**src/rtl/uart_rx_frame.sv**
```systemverilog
// UART receiver: 8 data bits LSB first, optional even parity, one stop bit.
// Delivers bytes through a one-deep valid/ready holding register and flags
// framing, parity and overrun errors as single-cycle pulses.
//
// state    | meaning
// ---------+------------------------------------------------------------
// S_IDLE   | line idle, waiting for rx_s to fall
// S_START  | confirming the start bit at its midpoint (glitch filter)
// S_DATA   | sampling 8 data bits mid-bit, LSB first
// S_PARITY | sampling the even-parity bit (PARITY_EN only)
// S_STOP   | sampling the stop bit; deliver byte or flag framing error
// S_BREAK  | line held low after a bad stop bit; wait for it to go high
module uart_rx_frame #(
  parameter int CLKS_PER_BIT = 868,
  parameter bit PARITY_EN    = 1'b0
) (
  input  logic       clk,
  input  logic       rst,
  input  logic       rx_pin,
  output logic [7:0] m_data,
  output logic       m_valid,
  input  logic       m_ready,
  output logic       rx_busy,
  output logic       frame_err,
  output logic       parity_err,
  output logic       overrun
);

  localparam int CW = (CLKS_PER_BIT > 1) ? $clog2(CLKS_PER_BIT) : 1;
  localparam logic [CW-1:0] CNT_LAST = CW'(CLKS_PER_BIT - 1);
  localparam logic [CW-1:0] CNT_MID  = CW'(CLKS_PER_BIT / 2 - 1);

  typedef enum logic [2:0] {
    S_IDLE, S_START, S_DATA, S_PARITY, S_STOP, S_BREAK
  } state_t;

  state_t          state_q, state_d;
  logic [1:0]      sync_q, sync_d;
  logic [CW-1:0]   cnt_q, cnt_d;
  logic [2:0]      idx_q, idx_d;
  logic [7:0]      shreg_q, shreg_d;
  logic            par_flag_q, par_flag_d;
  logic [7:0]      data_q, data_d;
  logic            valid_q, valid_d;
  logic            frame_err_q, frame_err_d;
  logic            parity_err_q, parity_err_d;
  logic            overrun_q, overrun_d;
  logic            rx_s;
  logic            cnt_tc;

  assign rx_s = sync_q[1];

  // State, synchroniser, counters and output register flops
  always_ff @(posedge clk or negedge rst) begin
    if (!rst) begin
      state_q      <= S_IDLE;
      sync_q       <= 2'b11;
      cnt_q        <= '0;
      idx_q        <= '0;
      shreg_q      <= '0;
      par_flag_q   <= 1'b0;
      data_q       <= '0;
      valid_q      <= 1'b0;
      frame_err_q  <= 1'b0;
      parity_err_q <= 1'b0;
      overrun_q    <= 1'b0;
    end else begin
      state_q      <= state_d;
      sync_q       <= sync_d;
      cnt_q        <= cnt_d;
      idx_q        <= idx_d;
      shreg_q      <= shreg_d;
      par_flag_q   <= par_flag_d;
      data_q       <= data_d;
      valid_q      <= valid_d;
      frame_err_q  <= frame_err_d;
      parity_err_q <= parity_err_d;
      overrun_q    <= overrun_d;
    end
  end

  // Next-state, bit sampling, delivery/handshake and baud counter
  always_comb begin
    state_d      = state_q;
    sync_d       = {sync_q[0], rx_pin};
    idx_d        = idx_q;
    shreg_d      = shreg_q;
    par_flag_d   = par_flag_q;
    data_d       = data_q;
    valid_d      = valid_q;
    frame_err_d  = 1'b0;
    parity_err_d = 1'b0;
    overrun_d    = 1'b0;
    cnt_tc       = (cnt_q == CNT_LAST);

    if (valid_q && m_ready) valid_d = 1'b0;

    case (state_q)
      S_IDLE: begin
        if (!rx_s) begin
          state_d    = S_START;
          idx_d      = '0;
          par_flag_d = 1'b0;
        end
      end
      S_START: begin
        if (cnt_q == CNT_MID) state_d = rx_s ? S_IDLE : S_DATA;
      end
      S_DATA: begin
        if (cnt_tc) begin
          shreg_d = {rx_s, shreg_q[7:1]};
          idx_d   = idx_q + 3'd1;
          if (idx_q == 3'd7) state_d = PARITY_EN ? S_PARITY : S_STOP;
        end
      end
      S_PARITY: begin
        if (cnt_tc) begin
          par_flag_d = (^shreg_q) ^ rx_s;
          state_d    = S_STOP;
        end
      end
      S_STOP: begin
        if (cnt_tc) begin
          if (rx_s) begin
            state_d      = S_IDLE;
            parity_err_d = par_flag_q;
            // A byte consumed this same cycle frees the register for the new one
            if (valid_q && !m_ready) begin
              overrun_d = 1'b1;
            end else begin
              data_d  = shreg_q;
              valid_d = 1'b1;
            end
          end else begin
            frame_err_d = 1'b1;
            state_d     = S_BREAK;
          end
        end
      end
      S_BREAK: begin
        if (rx_s) state_d = S_IDLE;
      end
      default: state_d = S_IDLE;
    endcase

    // Restart on every state entry and at the end of each bit period
    if ((state_d != state_q) || (state_q == S_IDLE) || (state_q == S_BREAK) || cnt_tc)
      cnt_d = '0;
    else
      cnt_d = cnt_q + 1'b1;
  end

  assign m_data     = data_q;
  assign m_valid    = valid_q;
  assign rx_busy    = (state_q != S_IDLE);
  assign frame_err  = frame_err_q;
  assign parity_err = parity_err_q;
  assign overrun    = overrun_q;

endmodule

```
**config.mk**
```make
export PLATFORM = sky130hd
export DESIGN_NAME = uart_rx_frame
export DESIGN_NICKNAME = d
export VERILOG_FILES = /design/src/rtl/uart_rx_frame.sv
export SDC_FILE = /design/constraint.sdc
export NUM_CORES = 1
export LEC_CHECK = 0
export BUFFER_PORTS_ARGS = -buffer_cell sky130_fd_sc_hd__buf_4
export CAP_MARGIN = 30
export CORE_ASPECT_RATIO = 0.9
export CORE_MARGIN = 2
export CORE_UTILIZATION = 35
export CTS_CLUSTER_DIAMETER = 100
export DETAILED_ROUTE_END_ITERATION = 7
export PLACE_DENSITY = 0.55
export SYNTH_ARGS = -nofsm -noshare
export SYNTH_HDL_FRONTEND = slang
export SYNTH_SLANG_ARGS = --single-unit
```
**constraint.sdc**
```tcl
create_clock -name clk -period 1.9 [get_ports clk]
set_input_delay 0.19 -clock clk [delete_from_list [all_inputs] [get_ports clk]]
set_output_delay 0.19 -clock clk [all_outputs]
set_load 0.05 [all_outputs]
```
[After elaboration in Yosys (flattened, before gate mapping)]
Cells that the tools add are included.
Word-level totals
  flip-flop bits (word level): 39
  latch bits: 0
  bits in writable memories: 0
  ROM bits: 0
  input bits: 4
  output and inout port bits: 13
  memories: 0
Cells by class
  $add $sub $neg: 2
  multipliers: 0
  divide/modulo/power cells: 0
  order comparisons: 0
  equal/unequal tests: 12
  shift-type cells: 0
  muxes and demuxes: 31
  bitwise logic cells: 2
  reductions and logical operators: 15
Operators with widths (number)
  $mux W3: 10
  $pmux W3 S6: 1
  $mux W1: 16
  $add A10 B1 Y10 const B: 1
  $eq A10 B10 Y1 const B: 1
  $eq A10 B9 Y1 const B: 1
  $mux W10: 1
  $eq A3 B3 Y1 const B: 3
  $reduce_xor A8 Y1: 1
  $eq A3 B2 Y1 const B: 2
  $ne A2 B2 Y1 const B: 3
  $pmux W3 S2: 1
  $reduce_and A2 Y1: 2
  $reduce_and A4 Y1: 1
  $reduce_bool A2 Y1: 2
  $add A3 B1 Y3 const B: 1
  $eq A3 B1 Y1 const B: 1
  $logic_not A3 Y1: 1
  $logic_or A1 B1 Y1: 3
  $ne A3 B3 Y1: 1
  $reduce_and A3 Y1: 1
  $reduce_bool A3 Y1: 1
  $logic_and A1 B1 Y1: 2
  $mux W2: 1
  other kinds (4): 4

[Depth between registers and ports, before layout]
  word-level depth: 9
  mapped depth: 7

[Least setup slack after synthesis]
OpenSTA, ideal clock, no wires.
  path kind: reg-to-reg
  from: register cnt_q[0]
  to: register shreg_q[1]
  arrival: 1.741 ns
  data required time: 1.775 ns
  path slack: 0.034 ns
  stages on the path, launching flop included: 7
  buffers on the path: 1
  cells stage by stage: dfrtp_1 ha_1 and4bb_4 nand4_4 nor3_4 buf_6 mux2_2
Between the ends
  word-level cells in the longest chain between the ends: 2
Ends and longest elaborated chain
  start, declared: RTL line 39  | logic [CW-1:0] cnt_q, cnt_d;
  start signal, assigned: RTL line 70  | cnt_q <= cnt_d;
  $eq A10 B10 Y1: RTL line 94  | cnt_tc = (cnt_q == CNT_LAST);
  $reduce_and A2 Y1 (no source line)
  end signal, assigned: RTL line 72  | shreg_q <= shreg_d;
  end, declared: RTL line 41  | logic [7:0] shreg_q, shreg_d;
No other way between the ends.
A chain may end at the register's enable or synchronous reset.

[Final worst setup path]
  from: register cnt_q[4]
  to: register cnt_q[8]
Between the ends
  word-level cells in the longest chain between the ends: 8
Ends and longest elaborated chain
  $eq A10 B10 Y1 or $eq A10 B9 Y1 (tied branches): RTL line 94, 107
  $mux W3, on equally long branches
  $pmux W3 S6: RTL line 98  | case (state_q)
  $ne A3 B3 Y1: RTL line 147  | if ((state_d != state_q) || (state_q == S_IDLE) || (state_q == S_BREAK) || cnt_tc)
  $logic_or A1 B1 Y1 (3 in series): RTL line 147
  $mux W10 *: RTL line 147
  net cnt_d[8]: RTL line 39
The timed path passes the listed nets; every way through them passes the cells marked *.

==> flow_metrics.env <==
export IMPL_syn_area_per_cell_um2=11.6
export IMPL_dieArea_um2=5950
export IMPL_synth_seq_cells=39
export IMPL_max_slew_margin_rel=0.650
export IMPL_critPathArrivalTime_ns=1.93
export IMPL_fin_cells=255
export IMPL_ir_worst_vdd_mv=0.293
export IMPL_place_area_um2=2100
export IMPL_outcome="complete, no violations"
export IMPL_n_antenna_cell=0
export IMPL_n_fill_cell=525
export IMPL_grt_start_max_net_pins=40
export IMPL_slew_violations=0
export IMPL_clock_skew_ns=0.0114
export IMPL_drtIter0Drc=52
export IMPL_synth_edf_count=0
export IMPL_seq_area_frac_synth=0.522
export IMPL_routed_wl_um=3360
export IMPL_numCtsBuffers=5
export IMPL_firstDrtPassIters=4
export IMPL_timing_final_crit_share=0.935
export IMPL_path_clk_slew_ns=0.08
export IMPL_synth_area_mux_share=0.102
export IMPL_cts_root_buf="clkbuf_8"
export IMPL_drive_above_1_share=0.293
export IMPL_cp_max_fo=7
export IMPL_powerDensity_nw_per_um2=635
export IMPL_synthXorXnorAreaFrac=0.0775
export IMPL_cts_tree="yes"
export IMPL_cts_sinks=39
export IMPL_synthDistinctLibCells=37
export IMPL_grt_overflow=0
export IMPL_finalHoldViolCount=0
export IMPL_final_net_count=195
export IMPL_synth_top_family_by_area="simple AND/OR/NAND/NOR gates"
export IMPL_yosys_area_share_simple=0.187
export IMPL_fmax_mhz=563
export IMPL_clockBufferDepth=2
export IMPL_initial_core_util=0.361
export IMPL_portBuffers=16
export IMPL_synth_compound_area_frac=0.0588
export IMPL_die_w_um=81.1
export IMPL_multi_input_area_um2=852
export IMPL_placed_cells=244
export IMPL_async_flop_share=1.00
export IMPL_dieHeight_um=73.4
export IMPL_synth_main_ff_cell="dfrtp_1"
export IMPL_grt_pass1_wl_um=5460
export IMPL_cp_end_kind="flip-flop"
export IMPL_crit_path_start_kind="flip-flop"
export IMPL_synthCells=161
export IMPL_p_leak_nw=1.06
export IMPL_htree_levels=2
export IMPL_place_hpwl_um=2390
export IMPL_setup_viol=0
export IMPL_path_class="reg -> reg"
export IMPL_stdcell_area_um2=2220
export IMPL_area_growth_pct=18.5
export IMPL_synth_fp_nets=169
export IMPL_critPathRequiredTime_ns=2.06
export IMPL_via_per_inst=4.81
export IMPL_core_area_um2=5190
export IMPL_grt_util_all_layers=0.125
export IMPL_ant_nets=0
export IMPL_rows=25
export IMPL_drc=0
export IMPL_post_synth_fa_ha_maj_area_fraction=0.0267
export IMPL_tightest_slew_ns=0.519
export IMPL_min_path_type="in -> reg"
export IMPL_gp_congestion=0.802
export IMPL_period_minus_slack_ns=1.78
export IMPL_yosysWarnings=0
export IMPL_vias=1226
export IMPL_clock_latency_ns=0.29
export IMPL_syn_area_um2=1870
export IMPL_seqCellArea_um2=978
export IMPL_hold_start="m_ready"
export IMPL_antenna_found_initial=0
export IMPL_grt_pass1_vias=1140
export IMPL_ios=17
export IMPL_maxCapViolations=0
export IMPL_reg2reg_from="cnt_q[4]"
export IMPL_crit_start="cnt_q[4]"
export IMPL_wl_per_cell_um=13.2
where the power goes:
group	internal [mW]	switching, mW
clock network	0.256	0.286
logic	0.0107	0.0223
registers	0.833	0.000961
registers in the layout (all words and copies together), names as in the netlist:
signal      flops
cnt_q          10
par_flag_q      1
state_q         3
sync_q          2
idx_q           3
overrun         1
parity_err      1
shreg_q         8
m_valid         1
m_data          8
frame_err       1
layout make-up:
| type | count | share of cell area |
|---|---|---|
| clock buffers | 6 | 0.0327 |
| clock inverters | 2 | 0.00564 |
| inverters | 4 | 0.00676 |
| multi-input cells | 112 | 0.384 |
| flip-flops and latches | 39 | 0.441 |
| well taps | 67 | 0.0378 |
| repair buffers | 25 | 0.0924 |
through the flow:
stage | hold WS, ns | setup slack, ns | TNS, ns | power (mW) | util
after floorplan | -0.106 | 0.0340 | 0 | 0.858 | -
after global placement | 0.186 | 0.113 | 0 | 0.881 | 0.405
after detailed placement | 0.194 | 0.0846 | 0 | 0.882 | 0.405
after CTS | 0.267 | 0.0727 | 0 | 1.43 | 0.425
after global routing | 0.278 | -0.0189 | -0.0628 | 1.47 | 0.427
final | 0.267 | 0.124 | 0 | 1.41 | 0.427
logic make-up (layout without fill, tap and decap cells):
logic type,Yosys count,after routing
simple gates,60,60
buf+inv,10,37
flops,39,39
fa+ha+maj,4,4
mux,17,17
xor+xnor,15,15
compound gates,16,16
timing repair:
action | CTS | global route
endpoints found under the setup margin | 0 | 15
resized for setup | 0 | 1
setup buffers | 0 | 1
hold buffers | 2 | 0
hold endpoints to repair | 38 | 0
placed cells by master (no fill, tap or decap), types with 5 or more instances in the layout:
master	count
mux2_2	16
clkbuf_8	5
nand2_1	13
xor2_1	5
nor2_1	20
buf_4	22
dfrtp_1	37
xnor2_1	9
o21ai_0	9
worst max-delay path, stage by stage (launching register included):
cell	delay [ns]
dfrtp_1	0.36
buf_4	0.14
and3_1	0.20
nand4_1	0.18
and2_1	0.25
o311ai_4	0.43
nor2_1	0.10
worst paths after layout:
kind                                   to  slack, ns  cells after the start
max in group asynchronous       sync_q[0]       1.13                      2
worst min-delay path              overrun       0.27                      3
worst max-delay path             cnt_q[8]       0.12                      6
worst min register to register  sync_q[1]       0.36                      0
worst max register to register   cnt_q[8]       0.12                      6
min in group asynchronous        idx_q[0]       0.40                      2
synth_stat cells, types with 3 or more instances:
| cell | n | area share |
|---|---|---|
| o21ai_0 | 9 | 0.024 |
| xnor2_1 | 9 | 0.042 |
| nand4_1 | 4 | 0.013 |
| nor2_1 | 20 | 0.040 |
| ha_1 | 4 | 0.027 |
| nand2_1 | 13 | 0.026 |
| a21oi_1 | 3 | 0.0080 |
| xor2_1 | 5 | 0.023 |
| dfrtp_1 | 37 | 0.49 |
| nand3_1 | 4 | 0.011 |
| nor3_1 | 3 | 0.0080 |
| mux2_2 | 16 | 0.096 |
| inv_1 | 4 | 0.0080 |
per-layer routing:
layer  vias up  routed length, um  track usage
met4         0                 62       0.0508
met5         -                  0            0
met3         5                160       0.0455
met2        29               1540        0.184
li1        604                  -            -
met1       588               1600        0.166
Power figures use the tool's default switching activity.
